==> src/rtl/ps2_receiver_pkg.sv <==
// Shared types for the PS/2 receive path.
// Frame geometry and receiver FSM state encoding.
package ps2_receiver_pkg;

    localparam int PS2_DATA_BITS  = 8;
    localparam int PS2_FRAME_BITS = 11;

    typedef logic [PS2_DATA_BITS-1:0] Scancode_t;

    typedef enum logic [1:0] {
        IDLE,
        DATA,
        PARITY,
        STOP
    } Ps2RxState_t;

endpackage

==> src/rtl/ps2_input_filter.sv <==
// Synchroniser plus debounce for W asynchronous pins.
// Bit 0 additionally produces a one-cycle falling-edge strobe.
module ps2_input_filter #(
    parameter int W           = 2,
    parameter int SYNC_STAGES = 2,
    parameter int FILTER_LEN  = 8
) (
    input  logic         clk,
    input  logic         rst_n,
    input  logic [W-1:0] i_pin,
    output logic [W-1:0] o_level,
    output logic         o_fall
);

    localparam int CW = $clog2(FILTER_LEN + 1);
    localparam logic [CW-1:0] LAST = CW'(FILTER_LEN - 1);

    logic [SYNC_STAGES-1:0] r_sync [W];
    logic [CW-1:0]          r_cnt  [W];
    logic [W-1:0]           r_level;
    logic                   r_fall;
    logic [W-1:0]           w_sample;
    logic [W-1:0]           w_diff;
    logic [W-1:0]           w_flip;

    always_comb begin
        for (int b = 0; b < W; b++) begin
            w_sample[b] = r_sync[b][SYNC_STAGES-1];
            w_diff[b]   = w_sample[b] != r_level[b];
            w_flip[b]   = w_diff[b] && (r_cnt[b] == LAST);
        end
    end

    always_ff @(posedge clk or negedge rst_n) begin
        if (!rst_n) begin
            for (int b = 0; b < W; b++) begin
                r_sync[b] <= '1;
                r_cnt[b]  <= '0;
            end
            r_level <= '1;
            r_fall  <= 1'b0;
        end else begin
            for (int b = 0; b < W; b++) begin
                r_sync[b] <= {r_sync[b][SYNC_STAGES-2:0], i_pin[b]};
                if (w_flip[b]) begin
                    r_level[b] <= w_sample[b];
                    r_cnt[b]   <= '0;
                end else if (w_diff[b]) begin
                    r_cnt[b] <= r_cnt[b] + 1'b1;
                end else begin
                    r_cnt[b] <= '0;
                end
            end
            r_fall <= w_flip[0] && r_level[0];
        end
    end

    assign o_level = r_level;
    assign o_fall  = r_fall;

endmodule

==> src/rtl/ps2_receiver.sv <==
// PS/2 device-to-host frame receiver with mid-frame timeout.
// Define PS2_RX_PARITY_CHECK_EN to reject bytes with bad odd parity.
module ps2_receiver
    import ps2_receiver_pkg::*;
#(
    parameter int SYNC_STAGES    = 2,
    parameter int FILTER_LEN     = 8,
    parameter int TIMEOUT_CYCLES = 200000
) (
    input  logic      clk,
    input  logic      rst_n,
    input  logic      ps2_clk,
    input  logic      ps2_data,
    output Scancode_t scancode,
    output logic      scancodeDone,
    output logic      frameError,
    output logic      busy
);

    localparam int BW = $clog2(PS2_DATA_BITS);
    localparam int TW = $clog2(TIMEOUT_CYCLES);
    localparam logic [BW-1:0] BIT_LAST = BW'(PS2_DATA_BITS - 1);
    localparam logic [TW-1:0] T_LAST   = TW'(TIMEOUT_CYCLES - 1);

    logic [1:0]  w_level;
    logic        w_fall;
    logic        w_data;

    Ps2RxState_t r_state, w_state_nxt;
    logic [BW-1:0] r_bitcnt, w_bitcnt_nxt;
    Scancode_t   r_shift, w_shift_nxt;
    logic [TW-1:0] r_tcnt, w_tcnt_nxt;
    Scancode_t   r_scancode;
    logic        r_done, r_err;
    logic        w_acc, w_rej;
    logic        w_par_ok;

    ps2_input_filter #(
        .W          (2),
        .SYNC_STAGES(SYNC_STAGES),
        .FILTER_LEN (FILTER_LEN)
    ) u_filter (
        .clk    (clk),
        .rst_n  (rst_n),
        .i_pin  ({ps2_data, ps2_clk}),
        .o_level(w_level),
        .o_fall (w_fall)
    );

    assign w_data = w_level[1];

`ifdef PS2_RX_PARITY_CHECK_EN
    logic r_parity, w_parity_nxt;
    assign w_par_ok = ^{r_shift, r_parity};
    always_ff @(posedge clk or negedge rst_n) begin
        if (!rst_n) r_parity <= 1'b0;
        else        r_parity <= w_parity_nxt;
    end
    always_comb begin
        w_parity_nxt = r_parity;
        if (r_state == PARITY && w_fall && r_tcnt != T_LAST)
            w_parity_nxt = w_data;
    end
`else
    assign w_par_ok = 1'b1;
`endif

    always_comb begin
        w_state_nxt  = r_state;
        w_bitcnt_nxt = r_bitcnt;
        w_shift_nxt  = r_shift;
        w_tcnt_nxt   = '0;
        w_acc        = 1'b0;
        w_rej        = 1'b0;
        if (r_state != IDLE && r_tcnt == T_LAST) begin
            // Expiry beats a coincident edge; partial byte is dropped.
            w_state_nxt = IDLE;
            w_rej       = 1'b1;
        end else begin
            if (r_state != IDLE)
                w_tcnt_nxt = w_fall ? '0 : r_tcnt + 1'b1;
            if (w_fall) begin
                unique case (r_state)
                    IDLE: begin
                        if (!w_data) begin
                            w_state_nxt  = DATA;
                            w_bitcnt_nxt = '0;
                        end
                    end
                    DATA: begin
                        w_shift_nxt[r_bitcnt] = w_data;
                        if (r_bitcnt == BIT_LAST) w_state_nxt = PARITY;
                        else w_bitcnt_nxt = r_bitcnt + 1'b1;
                    end
                    PARITY: w_state_nxt = STOP;
                    STOP: begin
                        w_state_nxt = IDLE;
                        w_acc = w_data && w_par_ok;
                        w_rej = !(w_data && w_par_ok);
                    end
                    default: w_state_nxt = IDLE;
                endcase
            end
        end
    end

    always_ff @(posedge clk or negedge rst_n) begin
        if (!rst_n) begin
            r_state    <= IDLE;
            r_bitcnt   <= '0;
            r_shift    <= '0;
            r_tcnt     <= '0;
            r_scancode <= '0;
            r_done     <= 1'b0;
            r_err      <= 1'b0;
        end else begin
            r_state  <= w_state_nxt;
            r_bitcnt <= w_bitcnt_nxt;
            r_shift  <= w_shift_nxt;
            r_tcnt   <= w_tcnt_nxt;
            r_done   <= w_acc;
            r_err    <= w_rej;
            if (w_acc) r_scancode <= r_shift;
        end
    end

    assign scancode     = r_scancode;
    assign scancodeDone = r_done;
    assign frameError   = r_err;
    assign busy         = (r_state != IDLE);

endmodule

==> config.mk <==
export PLATFORM = sky130hd
export DESIGN_NAME = ps2_receiver
export DESIGN_NICKNAME = d
export VERILOG_FILES = /design/src/rtl/ps2_receiver_pkg.sv /design/src/rtl/ps2_input_filter.sv /design/src/rtl/ps2_receiver.sv
export SDC_FILE = /design/constraint.sdc
export NUM_CORES = 1
export LEC_CHECK = 0
export CAP_MARGIN = 10
export CORE_MARGIN = 4
export CORE_UTILIZATION = 51
export DETAILED_ROUTE_END_ITERATION = 10
export PLACE_DENSITY = 0.7
export SETUP_SLACK_MARGIN = 0.4
export SLEW_MARGIN = 20
export SYNTH_ARGS = -nofsm -noshare
export SYNTH_HDL_FRONTEND = slang
export SYNTH_SLANG_ARGS = --single-unit
==> constraint.sdc <==
create_clock -name clk -period 3.8 [get_ports clk]
set_input_delay 1.14 -clock clk [delete_from_list [all_inputs] [get_ports clk]]
set_output_delay 1.14 -clock clk [all_outputs]
set_load 0.01 [all_outputs]
==> flow_metrics.tcl <==
set metrics [dict create \
    synth_ff_type "dfrtp_1" \
    grt_max_degree 49 \
    die_area_sq_um 6090 \
    cts_buffers 5 \
    fin_ws_ps 948 \
    ys_types 34 \
    critPathMostFrequentCell "inv_1" \
    cts_tree "built" \
    layout_min_cycle_time_ps 2850 \
    start_kind "register" \
    ir_drop_mv 0.233 \
    globalRouteMet1Util_pct 17.4 \
    dp_hpwl_um 2510 \
    num_vias 1511 \
    worstRegToRegCells 6 \
    arrival_ps 1710 \
    cpPeakStageDelay_ps 530 \
    drc 0 \
    fmaxAchievable_mhz 351 \
    fin_crit_sh_pct 75.1 \
    skew_ps 14.8 \
    synth.avg_cell_area_sq_um 11.7 \
    clockRootBuffer "clkbuf_8" \
    crit_path_end_kind "output port" \
    dpl_worst_slack_ps 1280 \
    fin_nets 245 \
    reg2reg_from "r_tcnt[7]" \
    core_sq_um 4750 \
    ys_seq_area_share_pct 56.3 \
    hp-class "register to register" \
    relSlewSlack_pct 57.3 \
    rsz0062_at_grt "no" \
    h-tree-depth 2 \
    finalWirelength_um 3680 \
    drtAntennaViolNets 0 \
    setup_tns_ps 0 \
    synth_cells 214 \
    post-synth-top-area-cell "dfrtp_1" \
    routedWlPerCell_um 12.3 \
    grt_use_total_pct 13.9 \
    gr-total-overflow 0 \
    vias_per_cell 5.04 \
    path_cells "inv_1 > ha_1 > inv_1 > clkdlybuf4s50_1" \
    syn2layout_area_growth_pct 12.2 \
    async_flop_share_pct 100 \
    hold_viol_final 0 \
    ios 15 \
    antenna_found_initial 0 \
    p_per_area_nw_per_um2 387 \
    initial_core_util_pct 52.7 \
    netlist_area_sq_um 2500 \
    yosysWarnings 0 \
    synth_top_area_share_pct 50.0 \
    critPathRequiredTime_ps 2660 \
    crit_path_max_fanout 6 \
    leakage_uw 0.00130 \
    grt-busiest-layer "met2" \
    worstSetupEndpoint "busy" \
    antenna_cells 0 \
    ys_ff_latch 56 \
    grt_pass1_wl_um 6860 \
    synth_area_leaders "dfrtp_1 (50%), mux2_2 (7.6%), dfstp_2 (6.3%)" \
    synth_edf_count 0 \
    cts_sinks 56 \
    io_buffers 14 \
    startpoint "r_state[0]" \
    syn-num-nets 227 \
    worstSkewPairLatency_ps 310 \
    fp-row-count 25 \
    cp_slowest_cell "clkdlybuf4s50_1" \
    final_common_cell "dfrtp_1" \
    post_cts_buffers 0 \
    ff2ff_setup_slack_ps 1640 \
    drive_above_1_share_pct 16.3 \
    cts_hold_buffers 0 \
    worst_pin_slew_ps 635 \
    worstSetupPathType "register to output port" \
    cap_violations 0 \
    dieWidth_um 78.1 \
    power_uw 1090 \
    slew_violations 0 \
    clk_path_buf_depth 2 \
    clk_pin_slew_ps 100 \
    worstReg2RegEnd "scancode[0]" \
    setup-violations-final 0 \
    drt_iter0_markers 57 \
    grt_pass1_vias 1554 \
    met3_usage_pct 3.78 \
    fill_cells 428 \
    drt_pass1_iterations 4 \
    dieHeight_um 78.1 \
    outcome "completed" \
    finalWeightedCongestion 0.731 \
    layout_common_cells "dfrtp_1 (50), nor2_1 (29), mux2_2 (17), xor2_1 (16), clkdlybuf4s50_1 (13)" \
    cts.repair.resized 0 \
    grt_use_met2_pct 23.6 \
]
==> power breakdown <==
| group | leakage, uW | switching [uW] | total, uW | internal [uW] |
|---|---|---|---|---|
| Combinational | 0.000500 | 44.1 | 86.8 | 42.8 |
| Sequential | 0.000757 | 38.1 | 679 | 641 |
| Clock | 0.0000445 | 191 | 322 | 131 |
==> worst min path at each step <==
stage / slack (ps) / cells after the start / from / to
after CTS: 360 / 0 / u_filter.r_sync[2] / u_filter.r_sync[3]
after detailed placement: 350 / 0 / u_filter.r_sync[2] / u_filter.r_sync[3]
final: 360 / 0 / u_filter.r_sync[2] / u_filter.r_sync[3]
after floorplan: 350 / 0 / u_filter.r_sync[0] / u_filter.r_sync[1]
after global placement: 350 / 0 / u_filter.r_sync[2] / u_filter.r_sync[3]
after global routing: 370 / 0 / u_filter.r_sync[2] / u_filter.r_sync[3]
==> registers in the layout, indices dropped and copies added, names as in the netlist <==
name and count:
u_filter.o_fall 1, r_bitcnt 3, frameError 1, r_state 2, u_filter.o_level 2, u_filter.r_cnt 8
scancodeDone 1, u_filter.r_sync 4, r_shift 8, r_tcnt 18, scancode 8
==> synthesized netlist by cell type (3+ instances only) <==
| cell type | instances |
|---|---|
| ha_1 | 9 |
| nand2_1 | 12 |
| xnor2_1 | 6 |
| dfstp_2 | 6 |
| and2_1 | 5 |
| xor2_1 | 16 |
| nand3_1 | 9 |
| inv_1 | 7 |
| and3_1 | 7 |
| mux2_2 | 17 |
| dfrtp_1 | 50 |
| nand4_1 | 5 |
| clkbuf_1 | 3 |
| nor3_1 | 6 |
| nor2_1 | 29 |
==> through the flow <==
step	hold WS, ps	util (%)	instances	cell area, sq um
2_1_floorplan	345	-	214	2500
5_1_grt	365	59.1	300	2810
3_3_place_gp	345	57.1	292	2720
3_5_place_dp	347	57.1	292	2720
6_report	360	59.1	300	2810
4_1_cts	362	59.0	300	2810
==> per-layer routing <==
layer,share of wire [%],wire length (um),vias to the layer above
met3,3.5,130,6
met1,48,1770,726
met2,47,1730,18
met4,1.3,48,0
li1,-,-,761
met5,0,0,-
==> critical path, delay by kind of cell, from the launching register on <==
family,cells,cell delay [ps]
adder cells (fa/ha/maj),1,290
flip-flops,1,400
buffers and inverters,3,700
==> layout make-up <==
class / instances / area [sq um] / area share, %
flip-flops and latches: 56 / 1410 / 50.2
inverters: 7 / 26.3 / 0.935
repair buffers: 17 / 160 / 5.70
clock inverters: 3 / 21.3 / 0.757
well taps: 67 / 83.8 / 2.98
multi-input cells: 145 / 1040 / 37.0
clock buffers: 5 / 68.8 / 2.45
==> cells by family after synthesis <==
| kind of cell | after synthesis | synth area share (%) |
|---|---|---|
| and+or+nand+nor | 85 | 17.9 |
| xor gates and xnor gates | 22 | 7.70 |
| AOI/OAI and AO/OA | 8 | 2.10 |
| adders and majority gates | 9 | 4.50 |
| buffers and inverters | 13 | 2.20 |
| muxes | 21 | 9.35 |
| DFF | 56 | 56.3 |
Note: power is estimated with default switching activity, not from simulation.
